### config.mk
export PLATFORM = sky130hd
export DESIGN_NAME = twos_comp_deser
export DESIGN_NICKNAME = d
export VERILOG_FILES = /design/src/rtl/twos_comp_deser.sv
export SDC_FILE = /design/constraint.sdc
export NUM_CORES = 1
export LEC_CHECK = 0
export ABC_AREA = 0
export BUFFER_PORTS_ARGS = -buffer_cell sky130_fd_sc_hd__buf_2
export CAP_MARGIN = 20
export CORE_MARGIN = 5
export CORE_UTILIZATION = 58
export DETAILED_ROUTE_END_ITERATION = 10
export MAX_ROUTING_LAYER = met4
export PLACE_DENSITY = 0.87
export SYNTH_ARGS = -nofsm -noshare
export SYNTH_HDL_FRONTEND = slang
export SYNTH_SLANG_ARGS = --single-unit
### constraint.sdc
create_clock -name t_clock -period 2.11 [get_ports t_clock]
set_input_delay 0.3165 -clock t_clock [delete_from_list [all_inputs] [get_ports t_clock]]
set_output_delay 0.3165 -clock t_clock [all_outputs]
set_load 0.02 [all_outputs]
### src/rtl/twos_comp_deser.sv
// -----------------------------------------------------------------------------
// twos_comp_deser
//
// Serial-to-parallel deserialiser for a two's-complemented bit stream. The
// serial data is the two's complement of the original word, sent LSB first.
// The original word is rebuilt on the fly with the copy-until-first-one rule:
// bits up to and including the first 1 pass through unchanged, and every bit
// after that is inverted.
//
// Parameters
//   WIDTH       frame length in bits (2..32), default 8
//
// Ports
//   t_clock     in   clock; all state updates on its rising edge
//   r           in   asynchronous active-high reset
//   x           in   serial data bit, LSB first
//   x_valid     in   sample qualifier; edges with x_valid=0 hold all state
//   x_first     in   marks the LSB (bit 0) of a frame, qualified by x_valid
//   word        out  recovered parallel word, held between frames
//   word_valid  out  one-cycle pulse when word updates
//   busy        out  high while a frame is partially received
//   frame_err   out  one-cycle pulse when x_first arrives mid-frame
//   ovf         out  (only with TWOS_DESER_OVF_EN) set when the recovered word
//                    is the most negative value (1 followed by zeros), which
//                    has no representable negation; valid with word_valid
//
// Configuration macro
//   TWOS_DESER_OVF_EN  when defined, adds the ovf output and its logic.
// -----------------------------------------------------------------------------
module twos_comp_deser #(
  parameter int WIDTH = 8
) (
  input  logic             t_clock,
  input  logic             r,
  input  logic             x,
  input  logic             x_valid,
  input  logic             x_first,
  output logic [WIDTH-1:0] word,
  output logic             word_valid,
  output logic             busy,
  output logic             frame_err
`ifdef TWOS_DESER_OVF_EN
  ,
  output logic             ovf
`endif
);

  localparam int CW = (WIDTH > 2) ? $clog2(WIDTH) : 1;
  localparam logic [CW-1:0] CNT_ZERO = CW'(0);
  localparam logic [CW-1:0] CNT_ONE  = CW'(1);
  localparam logic [CW-1:0] CNT_LAST = CW'(WIDTH - 1);

  typedef enum logic [0:0] {
    IDLE  = 1'b0,
    SHIFT = 1'b1
  } state_t;

  state_t           state_r;
  logic [CW-1:0]    cnt_r;
  logic             seen_one_r;
  logic [WIDTH-1:0] shreg_r;
  logic [WIDTH-1:0] word_r;
  logic             word_valid_r;
  logic             busy_r;
  logic             frame_err_r;

  logic             out_bit_s;
  logic [WIDTH-1:0] assembled_s;
  logic [WIDTH-1:0] start_word_s;
  logic             start_s;
  logic             restart_s;
  logic             complete_s;

`ifdef TWOS_DESER_OVF_EN
  logic             ovf_r;

  // True for the single value whose negation is not representable.
  function automatic logic is_most_negative(input logic [WIDTH-1:0] v);
    return (v == {1'b1, {(WIDTH-1){1'b0}}});
  endfunction
`endif

  // Decode the current serial bit and classify the sample edge.
  always_comb begin
    out_bit_s    = 1'b0;
    assembled_s  = shreg_r;
    start_word_s = {{(WIDTH-1){1'b0}}, x};
    start_s      = 1'b0;
    restart_s    = 1'b0;
    complete_s   = 1'b0;

    // Before the first 1 the bit passes through; afterwards it is inverted.
    if (seen_one_r) begin
      out_bit_s = ~x;
    end else begin
      out_bit_s = x;
    end

    // Value of the word if the current bit were written at the counter.
    assembled_s[cnt_r] = out_bit_s;

    if (x_valid) begin
      case (state_r)
        IDLE: begin
          start_s = x_first;
        end
        SHIFT: begin
          // x_first always wins, even on what would be the last bit.
          if (x_first) begin
            restart_s = 1'b1;
          end else begin
            complete_s = (cnt_r == CNT_LAST);
          end
        end
        default: begin
          start_s = 1'b0;
        end
      endcase
    end else begin
      start_s = 1'b0;
    end
  end

  // Frame FSM: IDLE waits for x_first, SHIFT assembles bits 1..WIDTH-1.
  always_ff @(posedge t_clock or posedge r) begin
    if (r) begin
      state_r      <= IDLE;
      cnt_r        <= CNT_ZERO;
      seen_one_r   <= 1'b0;
      shreg_r      <= {WIDTH{1'b0}};
      word_r       <= {WIDTH{1'b0}};
      word_valid_r <= 1'b0;
      busy_r       <= 1'b0;
      frame_err_r  <= 1'b0;
    end else begin
      word_valid_r <= 1'b0;
      frame_err_r  <= 1'b0;
      if (start_s || restart_s) begin
        // Bit 0 of a new frame: seen_one starts clear, so the bit passes
        // through and the shift register restarts from this bit alone.
        state_r     <= SHIFT;
        busy_r      <= 1'b1;
        cnt_r       <= CNT_ONE;
        seen_one_r  <= x;
        shreg_r     <= start_word_s;
        frame_err_r <= restart_s;
      end else if (complete_s) begin
        state_r      <= IDLE;
        busy_r       <= 1'b0;
        cnt_r        <= CNT_ZERO;
        seen_one_r   <= 1'b0;
        shreg_r      <= {WIDTH{1'b0}};
        word_r       <= assembled_s;
        word_valid_r <= 1'b1;
      end else if (x_valid && (state_r == SHIFT)) begin
        cnt_r      <= cnt_r + CNT_ONE;
        seen_one_r <= seen_one_r | x;
        shreg_r    <= assembled_s;
      end else begin
        // No qualified sample (or x_first=0 in IDLE): hold.
        state_r <= state_r;
      end
    end
  end

`ifdef TWOS_DESER_OVF_EN
  // Overflow flag, updated together with word and held alongside it.
  always_ff @(posedge t_clock or posedge r) begin
    if (r) begin
      ovf_r <= 1'b0;
    end else if (complete_s) begin
      ovf_r <= is_most_negative(assembled_s);
    end else begin
      ovf_r <= ovf_r;
    end
  end

  assign ovf = ovf_r;
`endif

  assign word       = word_r;
  assign word_valid = word_valid_r;
  assign busy       = busy_r;
  assign frame_err  = frame_err_r;

endmodule

## Word level (Yosys, flattened, before mapping)

Index checks and enable logic that the tools add are counted.

- Bits in registers: 23
- Input bits: 5
- Output and inout port bits: 11

- Add/sub/neg operators: 1
- Magnitude comparators: 2
- Eq/ne operators: 1
- Muxes and demuxes: 26
- Bitwise logic cells: 3
- Reductions and logical operators: 6

Operators by type and width:

| kind | number |
|---|---|
| $mux W8 | 3 |
| $mux W1 | 18 |
| $mux W3 | 3 |
| $bwmux W8 | 1 |
| $lt A3 B4 Y1 const B | 1 |
| $add A3 B1 Y3 const B | 1 |
| $demux W1 S3 | 1 |
| $eq A3 B3 Y1 const B | 1 |
| $ge A3 B1 Y1 const B | 1 |
| $reduce_bool A3 Y1 | 1 |
| $logic_and A1 B1 Y1 | 2 |
| $not A1 Y1 | 2 |
| $reduce_and A2 Y1 | 1 |
| $reduce_bool A2 Y1 | 1 |
| $logic_or A1 B1 Y1 | 1 |
| $or A1 B1 Y1 | 1 |

## Depth between registers and ports, before layout

- Depth in word-level cells: 8
- Gate-level depth with buffers: 6

## Worst setup path after synthesis

No wires, ideal clock.

- Path kind: reg-to-reg
- Start point: register cnt_r[0]
- End point: register shreg_r[1]
- Setup time: 0.076 ns
- Arrival: 1.362 ns
- Path slack: 0.671 ns
- Cell stages (with the launch flop): 6
- Buffers on the path: 1
- Period minus slack after synthesis: 1.439 ns
- Cell sequence: dfrtp_1 -> ha_1 -> ha_1 -> or3_1 -> buf_6 -> o21ai_1

- Longest elaborated chain between the ends: 8

RTL lines:

| element | line | text |
|---|---|---|
| start: declaration | 59 | `logic [CW-1:0] cnt_r;` |
| start signal: assignment | 156 | `cnt_r <= cnt_r + CNT_ONE;` |
| $lt A3 B4 Y1 (not written as such) or $ge A3 B1 Y1 (tied branches) | 100 | `assembled_s[cnt_r] = out_bit_s;` |
| $logic_and A1 B1 Y1 (not written as such) | 100 |  |
| $mux W1 (not written as such) | 100 |  |
| $demux W1 S3 | 100 |  |
| $bwmux W8 | 100 |  |
| $mux W8 | 155 | `end else if (x_valid && (state_r == SHIFT)) begin` |
| $mux W8 | 147 | `end else if (complete_s) begin` |
| $mux W8 | 138 | `if (start_s \|\| restart_s) begin` |
| end signal: assignment | 145 | `shreg_r <= start_word_s;` |
| end signal: assignment | 152 | `shreg_r <= {WIDTH{1'b0}};` |
| end signal: assignment | 158 | `shreg_r <= assembled_s;` |
| end: declaration | 61 | `logic [WIDTH-1:0] shreg_r;` |

Parallel ways exist; a longest one is shown, timed or not. The select of a mux whose other input is x is not followed.
A chain may end at the register's enable or synchronous reset.

## Final worst setup path

- Start point: register cnt_r[0]
- End point: register shreg_r[0]

The elaborated chain is that of the path after synthesis.

==> reports/results.tsv <==
metric	value	unit
status	completed	
Synth top cells by count	dfrtp_1, nand2_1, o21ai_1, o21ai_0, mux2i_1	
gr usage total	17.9	%
Vias per Instance	5.34	
syn nets	110	
fin crit period	1.81	ns
hpwl dp	1360	microns
Final TNS setup	0	ns
Initial DRT Pass Iterations	4	
vias in the first global route	779	
syn_area_per_cell	10.3	sq um
clock latency at the later pin of the worst-skew pair	0.32	ns
Final Hold Viols	0	
post-route ant nets	0	
DR WL/cell	13.9	microns
Die X-Extent	52.6	microns
Final WS setup	0.302	ns
CP peak stage delay	0.53	ns
Hold Slack	0.00135	ns
Final Setup Violations	0	
cts hold-fix bufs	0	
synth top area cells	dfrtp_1, mux2i_1, nand2_1	
Final Max Slew Viols	0	
clock-pin transition on the worst setup and hold timing paths	0.13	ns
WL final	1980	microns
critical path's slowest cell	or3_1	
pre-CTS setup slack	0.337	ns
cell taking the most area after synthesis	dfrtp_1	
critical path peak fanout	11	
Synth Flop Type	dfrtp_1	
Worst setup EP type	flop	
CTS resizes	0	
nature of the critical path startpoint	flop	
DR iter-0 viols	20	
FILL cells	148	
sequential fraction of the synthesis area	54.7	%
layout net count	126	
CP most frequent cell	ha_1	
# H-tree levels	1	
Root Driver	clkbuf_4	
Final period util	85.7	%
Crit path arrival time	2.06	ns
leakage	0.597	nW
Worst Tran Pin Value	0.349	ns
Area Overhead vs Synth	11.1	%
max-cap check violation count	0	
Yosys top cell area share	54.7	%
CTS buffer count	3	
Die Span Y	52.6	microns
row cnt	15	
initial antenna violation count	0	
FF+latch count, synth	23	
IO Pins	16	
Core Area	0.00173	sq mm
clk_skew	0.00802	ns
Total Die Area	0.00277	sq mm
Placed Area	0.00114	sq mm
share of layout cells above drive strength 1	22.2	%
count leader, synth	dfrtp_1	
Sink Count	23	
cell area after synthesis	0.00105	sq mm
Congestion Overflow GR	0	
TritonCTS clock tree	done	
RSZ-0062 raised after global routing	no	
crit path cell chain	ha_1, ha_1, or3_1, o21ai_1	
fin area	0.00117	sq mm
Post-synth EDFFs	0	
Peak VDD IR	0.491	mV
power density cells	762	mW/mm^2
Fmax	553	MHz
first-pass GRT wire length	3550	microns
IO buf count	15	
critical path data required time	2.36	ns
Max Buffers Root-to-Sink	2	
normalized max-slew margin	76.7	%
routability cong.	0.791	
Post-Synthesis Cells	102	
vias	758	
async set-or-reset flop fraction in the synthesized netlist	100	%
# DRC	0	
Antenna Cells	0	
largest net degree at the start of global routing	24	
Yosys warnings	0	
Cell variety after synth	21	
initial core utilization	60.9	%
crit path kind	flop to flop	
HP Class	input port to asynchronous set/reset pin	
Setup Buffers After CTS	0	
## worst max-delay path: cells and delay by family (launching register included)
| family | cells | cell delay (ns) |
|---|---|---|
| flops | 1 | 0.51 |
| compound gates | 1 | 0.20 |
| simple gates | 1 | 0.53 |
| fa+ha+maj | 2 | 0.49 |
## final timing paths
check / from / end / slack, ns / depth (start not counted)
setup / recovery: cnt_r[0] / shreg_r[0] / 0.30 / 4
hold / removal: r / seen_one_r / 0.001 / 3
setup reg to reg: cnt_r[0] / shreg_r[0] / 0.30 / 4
hold reg to reg: word[2] / word[2] / 0.49 / 2
max in group asynchronous: r / word[1] / 1.88 / 3
min in group t_clock: x_valid / cnt_r[0] / 0.30 / 3
## report_power, final
group          total, W  switching (W)  internal (W)
logic          0.000164      0.0000921     0.0000722
registers      0.000519      0.0000420      0.000477
clock network  0.000208       0.000137     0.0000711
## layer usage
metal	global-route usage, %	part of all wire, %	vias to the layer above
met5	-	0	-
met4	7.23	1.9	0
met3	2.56	2.5	6
met2	27.7	49	13
met1	23.7	46	359
li1	-	-	380
## placed cells by master, fill, tap and decap left out, types with 3 or more instances in the layout
| cell type | synthesis | layout |
|---|---|---|
| nor3b_1 | 4 | 4 |
| clkbuf_4 | 0 | 3 |
| mux2i_1 | 8 | 8 |
| inv_1 | 4 | 4 |
| buf_4 | 0 | 3 |
| ha_1 | 3 | 3 |
| o21ai_1 | 10 | 10 |
| o21ai_0 | 9 | 9 |
| nand2_1 | 18 | 18 |
| nand3b_1 | 3 | 3 |
| dfrtp_1 | 23 | 23 |
| buf_2 | 5 | 15 |
## sequential cells by signal, summed over array words and instances, names as in the netlist
register / flops
cnt_r: 3
shreg_r: 8
frame_err: 1
seen_one_r: 1
word: 8
busy: 1
word_valid: 1
## per-stage QoR
step	util, %	total power (W)	std cells
3_3_place_gp	66.1	0.000682	138
2_1_floorplan	-	0.000649	102
3_5_place_dp	66.1	0.000692	138
4_1_cts	67.7	0.000891	142
5_1_grt	67.7	0.000942	142
6_report	67.7	0.000891	142
## layout make-up
class                      count  area (sq um)  share of cell area, %
tap                           25          31.3                   2.68
multi-input combinational     68           422                   36.1
sequential                    23           576                   49.3
clock buffer                   3          22.5                   1.93
inverter                       4          15.0                   1.28
timing repair buffer          18          97.6                   8.35
clock inverter                 1          5.00                  0.428
## cells by family after synthesis
family | count (synthesis) | share of synthesized area [%]
adder cells (fa/ha/maj) | 3 | 3.57
flip-flops | 23 | 54.7
AO/OA/AOI/OAI | 24 | 12.6
AND/OR/NAND/NOR | 33 | 16.3
buffers and inverters | 11 | 5.23
multiplexers | 8 | 7.61
Note: power is estimated with default switching activity, not from simulation.
